<file path="config.mk">
export PLATFORM = sky130hd
export DESIGN_NAME = mont_mult_responder
export DESIGN_NICKNAME = d
export VERILOG_FILES = /design/src/rtl/rsa_pkg.sv /design/src/rtl/mont_step.sv /design/src/rtl/mont_mult_responder.sv
export SDC_FILE = /design/constraint.sdc
export NUM_CORES = 1
export LEC_CHECK = 0
export BUFFER_PORTS_ARGS = -buffer_cell sky130_fd_sc_hd__buf_4
export CAP_MARGIN = 20
export CORE_UTILIZATION = 50
export DETAILED_ROUTE_END_ITERATION = 10
export GPL_TIMING_DRIVEN = 0
export PLACE_DENSITY = 0.82
export SYNTH_ARGS = -nofsm -noshare
export SYNTH_HDL_FRONTEND = slang
export SYNTH_HIERARCHICAL = 1
export SYNTH_SLANG_ARGS = --single-unit
</file>
<file path="constraint.sdc">
create_clock -name clk -period 7.85 [get_ports clk]
set_input_delay 1.57 -clock clk [delete_from_list [all_inputs] [get_ports clk]]
set_output_delay 1.57 -clock clk [all_outputs]
set_load 0.01 [all_outputs]
</file>
<file path="src/rtl/rsa_pkg.sv">
// Shared RSA datapath constants: operand width, one-hot handshake states, timing.
package rsa_pkg;

    // Default operand / modulus width and the double-width product size.
    localparam int unsigned BITS       = 64;
    localparam int unsigned DOUBLEBITS = 2 * BITS;

    // Cycles from the capture edge to done for one Montgomery product.
    localparam int unsigned MM_LATENCY = BITS + 1;

    // One-hot state codes, shared with the exponent controller.
    localparam int unsigned ST_W    = 4;
    localparam logic [3:0]  ST_IDLE = 4'b0001;
    localparam logic [3:0]  ST_CALC = 4'b0010;
    localparam logic [3:0]  ST_CORR = 4'b0100;
    localparam logic [3:0]  ST_DONE = 4'b1000;

    typedef enum logic [ST_W-1:0] {
        MM_IDLE = ST_IDLE,
        MM_CALC = ST_CALC,
        MM_CORR = ST_CORR,
        MM_DONE = ST_DONE
    } mm_state_e;

    // Handshake latency for an arbitrary operand width.
    function automatic int unsigned mm_latency(input int unsigned bits);
        return bits + 1;
    endfunction

endpackage

</file>
<file path="src/rtl/mont_step.sv">
// One radix-2 Montgomery iteration: T_next = (T + a*B + q*M) / 2.
module mont_step #(
    parameter int unsigned BITS = 64
) (
    input  logic [BITS+1:0] T,
    input  logic            a_bit,
    input  logic [BITS-1:0] B,
    input  logic [BITS-1:0] M,
    output logic [BITS+1:0] T_next
);

    // One spare bit above T so the intermediate sums never truncate,
    // even when the caller breaks the A,B < M contract.
    localparam int unsigned SUM_W = BITS + 3;

    logic [SUM_W-1:0] u;
    logic [SUM_W-1:0] v;

    // Add the partial product, then the modulus if needed to make the sum even.
    always_comb begin
        u      = SUM_W'(T) + (a_bit ? SUM_W'(B) : SUM_W'(0));
        v      = u + (u[0] ? SUM_W'(M) : SUM_W'(0));
        T_next = (BITS+2)'(v >> 1);
    end

endmodule

</file>
<file path="src/rtl/mont_mult_responder.sv">
// Radix-2 iterative Montgomery multiplier, S = A*B*2^-BITS mod M,
// responding to a level go/done handshake.
module mont_mult_responder #(
    parameter int unsigned BITS  = rsa_pkg::BITS,
    parameter int unsigned CNT_W = $clog2(BITS) + 1
) (
    input  logic            clk,
    input  logic            rst_n,
    input  logic            go,
    input  logic [BITS-1:0] A,
    input  logic [BITS-1:0] B,
    input  logic [BITS-1:0] M,
    output logic            done,
    output logic            err,
    output logic [BITS-1:0] S
);

    import rsa_pkg::*;

    localparam logic [CNT_W-1:0] LAST_ITER = CNT_W'(BITS - 1);

    mm_state_e        state;
    logic [BITS-1:0]  a_r;
    logic [BITS-1:0]  b_r;
    logic [BITS-1:0]  m_r;
    logic [BITS+1:0]  t;
    logic [CNT_W-1:0] cnt;
    logic             err_pend;

    logic [BITS+1:0]  t_next_c;
    logic             a_bit_c;
    logic [BITS-1:0]  s_corr_c;

    // Multiplier bit consumed by the current iteration.
    always_comb begin
        a_bit_c = a_r[cnt[CNT_W-2:0]];
    end

    mont_step #(
        .BITS (BITS)
    ) u_step (
        .T      (t),
        .a_bit  (a_bit_c),
        .B      (b_r),
        .M      (m_r),
        .T_next (t_next_c)
    );

    // Final conditional subtraction; the result is < M so the low BITS bits suffice.
    always_comb begin
        s_corr_c = t[BITS-1:0];
        if (t >= (BITS+2)'(m_r)) begin
            s_corr_c = t[BITS-1:0] - m_r;
        end
    end

    // Handshake FSM and datapath registers.
    always_ff @(posedge clk) begin
        if (!rst_n) begin
            state    <= MM_IDLE;
            done     <= 1'b0;
            err      <= 1'b0;
            S        <= '0;
            cnt      <= '0;
            t        <= '0;
            a_r      <= '0;
            b_r      <= '0;
            m_r      <= '0;
            err_pend <= 1'b0;
        end else begin
            case (state)
                MM_IDLE: begin
                    done <= 1'b0;
                    if (go) begin
                        a_r <= A;
                        b_r <= B;
                        m_r <= M;
                        t   <= '0;
                        cnt <= '0;
                        err <= 1'b0;
                        // An even modulus has no inverse of 2; skip straight to reporting.
                        if (!M[0]) begin
                            err_pend <= 1'b1;
                            state    <= MM_CORR;
                        end else begin
                            err_pend <= 1'b0;
                            state    <= MM_CALC;
                        end
                    end
                end

                MM_CALC: begin
                    if (!go) begin
                        state <= MM_IDLE;
                    end else begin
                        t   <= t_next_c;
                        cnt <= cnt + CNT_W'(1);
                        if (cnt == LAST_ITER) begin
                            state <= MM_CORR;
                        end
                    end
                end

                MM_CORR: begin
                    if (!go) begin
                        state <= MM_IDLE;
                    end else begin
                        S     <= s_corr_c;
                        err   <= err_pend;
                        done  <= 1'b1;
                        state <= MM_DONE;
                    end
                end

                MM_DONE: begin
                    // Hold the result until the initiator drops go; S stays put afterwards.
                    if (!go) begin
                        done  <= 1'b0;
                        err   <= 1'b0;
                        state <= MM_IDLE;
                    end
                end

                default: begin
                    state <= MM_IDLE;
                    done  <= 1'b0;
                end
            endcase
        end
    end

endmodule

</file>
==> impl_metrics.env <==
export IMPL_netSwitchingFraction=0.2801
export IMPL_drv_slew=0
export IMPL_rows=81
export IMPL_power_mw=4.670
export IMPL_startpoint_type="register"
export IMPL_routedWlPerCell_um=19.14
export IMPL_ys_seq_area_frac=0.2718
export IMPL_floorplan_initialDensity=0.5066
export IMPL_die_area_um2=50390
export IMPL_finalCriticalPeriod_ns=8.017
export IMPL_drtIter0Drc=2200
export IMPL_path_class="reg -> reg"
export IMPL_synth_most_common_cell="nand2_1"
export IMPL_tns_ns=-0.5302
export IMPL_cts_made_buffers=40
export IMPL_grt_pass1_vias=24017
export IMPL_worst_pin_slew_ns=1.231
export IMPL_gp_congestion=0.9629
export IMPL_synthCells=3309
export IMPL_ir_drop_mv=0.1448
export IMPL_setup_viol=6
export IMPL_clk_latency_ns=0.59
export IMPL_synth_top_area_share=0.2718
export IMPL_dr_pass1_iters=8
export IMPL_path_common_cell="mux4_2"
export IMPL_synth_flop_cell="dfxtp_1"
export IMPL_htreeDepth=2
export IMPL_outcome="finished with violations"
export IMPL_grt_max_degree=14
export IMPL_gr_total_overflow=0
export IMPL_hold_class="reg -> reg"
export IMPL_failed_checks="negative setup slack"
export IMPL_drt_total_wl_um=83450
export IMPL_max_cap_violations=0
export IMPL_cp_slowest_cell="mux4_2"
export IMPL_antenna_found_initial=2
export IMPL_ys_warn_count=6
export IMPL_p_int_mw=3.362
export IMPL_p_sw_mw=1.308
export IMPL_skew_ns=0.03181
export IMPL_finalHoldViolCount=0
export IMPL_synth_async_sr_flop_share=0
export IMPL_fp_dieW_um=224.5
export IMPL_groute_usage_overall=0.3192
export IMPL_synth_cell_types=108
export IMPL_synth_area_per_cell_um2=7.479
export IMPL_core_area_um2=48850
export IMPL_slowest_delay_ns=0.65
export IMPL_numPortBuffers=259
export IMPL_fmax_mhz=124.7
export IMPL_share_comb_of_total_power=0.156
export IMPL_required_ns=8.31
export IMPL_setup_slack_ns=-0.1670
export IMPL_syn_nets=3700
export IMPL_cp_max_fo=5
export IMPL_finalCritPeriodShare=1.021
export IMPL_rsz0062_at_grt="true"
export IMPL_relSlewSlack=0.1790
export IMPL_areaGrowthSynthToFinish_pct=22.32
export IMPL_ctsRootBufferMaster="clkbuf_16"
export IMPL_num_vias=25562
export IMPL_mappedNetlistArea_um2=24750
export IMPL_clk_pin_slew_ns=0.06
export IMPL_hpwl_um=63370
export IMPL_stdcell_area_um2=30270
export IMPL_pre_cts_ws_ns=-2.041
export IMPL_ioPinCount=261
export IMPL_synth_area_leaders="dfxtp_1 (27%), ha_1 (9.8%), nand2_1 (9.7%)"
export IMPL_p_leak_nw=13.06
export IMPL_place_area_um2=27610
export IMPL_nets=4055
export IMPL_end_kind="register"
export IMPL_drive_gt1_frac=0.1635
export IMPL_synth_seq_cells=336
export IMPL_p_seq_frac=0.393
export IMPL_cts_sinks=336
export IMPL_power_density_nw_per_um2=154.3
export IMPL_drc=0
export IMPL_cts_path_max_buffers=3
export IMPL_power_frac_clock=0.450
export IMPL_viasPerCell=5.864
export IMPL_grt_pass1_wl_um=127300
export IMPL_yosysTopAreaCell="dfxtp_1"
export IMPL_arrival_ns=8.48
export IMPL_netlist_top_cells_count="nand2_1 (640), a21oi_1 (399), dfxtp_1 (336)"
export IMPL_tritoncts="built"
export IMPL_die_h_um=224.5
export IMPL_synth_edf_count=0
export IMPL_antenna_left=0
export IMPL_final_core_util=0.6197
==> power by group through the flow <==
stage	combinational (mW)	clock [mW]	sequential [mW]
2_1_floorplan	0.457	0	1.85
3_3_place_gp	0.682	0	1.87
3_5_place_dp	0.699	0	1.87
4_1_cts	0.711	2.11	1.84
5_1_grt	0.803	2.19	1.84
6_report	0.729	2.10	1.84
==> kinds of logic (layout without fill, tap and decap cells) <==
group,Yosys count,after routing,synth area share
flops,336,336,0.2718
xor+xnor,187,187,0.06679
other cells,0,1,0
simple gates,1238,1238,0.2279
compound gates,1013,1013,0.2607
fa+ha+maj,196,196,0.1000
mux,24,24,0.02032
buf+inv,315,700,0.05248
==> routing by layer <==
metal / global-route usage / vias to the layer above / routed length, um
met5: 0 / - / 0
met4: 0.1578 / 0 / 4409
met3: 0.06806 / 219 / 7216
met2: 0.5140 / 1082 / 37430
met1: 0.4037 / 11893 / 34390
li1: - / 12368 / -
==> registers in the layout, summed over array words and instances, names as in the netlist <==
| register | count |
|---|---|
| done | 1 |
| a_r | 64 |
| state | 4 |
| b_r | 64 |
| S | 64 |
| err | 1 |
| err_pend | 1 |
| t | 66 |
| m_r | 64 |
| cnt | 7 |
==> stage by stage <==
step | instances | hold WS [ns]
finish | 4359 | 0.4506
global route | 4358 | 0.4656
floorplan | 3309 | 0.4317
CTS | 4335 | 0.4513
global placement | 4232 | 0.4379
detailed placement | 4237 | 0.4431
==> final timing paths <==
path	startpoint	end	slack [ns]	depth (start not counted)
hold / removal	a_r[2]	a_r[2]	0.45	2
setup reg to reg	cnt[0]	t[64]	-0.17	32
hold reg to reg	a_r[2]	a_r[2]	0.45	2
setup / recovery	cnt[0]	t[64]	-0.17	32
==> critical path, delay by kind of cell, from the launching register on <==
family          cells  cell delay [ns]
compound gates     16             3.52
xor+xnor            1             0.10
fa+ha+maj           2             0.57
buf+inv             2             0.36
flops               1             0.40
mux                 3             1.66
simple gates        8             1.25
==> placed cells by master (no fill, tap or decap), types with 8 or more instances in the layout <==
cell type and count:
a31oi_1 76, clkbuf_16 42, inv_1 116, a21oi_2 23, and2_1 140, a21o_1 88
o21a_1 19, a22oi_1 69, nor2_1 192, nor2b_1 26, o21ai_1 16, clkbuf_1 157
mux4_2 21, o21ai_2 11, bufinv_16 9, nor3_1 23, o21ai_0 155, buf_4 307
nand3_1 57, nand2_1 638, o21bai_1 24, ha_2 8, ha_1 163, nand4_1 43
buf_6 16, xnor2_1 109, ha_4 22, buf_2 16, a21oi_1 382, and3_1 23
xor2_1 74, dfxtp_1 335, a211oi_1 16, nor4_1 9, nand2b_1 21, o211ai_1 15
==> area by class of cell <==
class                   instances  area, um2
well taps                     664      830.8
multi-input cells            2658      17420
fillers                      4438      18580
clock buffers                  50       1099
clock inverters                22      361.6
inverters                     118      442.9
repair buffers                318       2490
plain buffers                 192      890.9
diodes                          1      2.502
flip-flops and latches        336       6730
==> repair_timing <==
action,in CTS,in global routing
hold buffers,0,0
setup buffers,28,24
setup endpoints to repair,43,16
resized for setup,93,71
cloned,0,2
pin swaps,41,58
No activity file was read; power rests on OpenSTA's default activity.
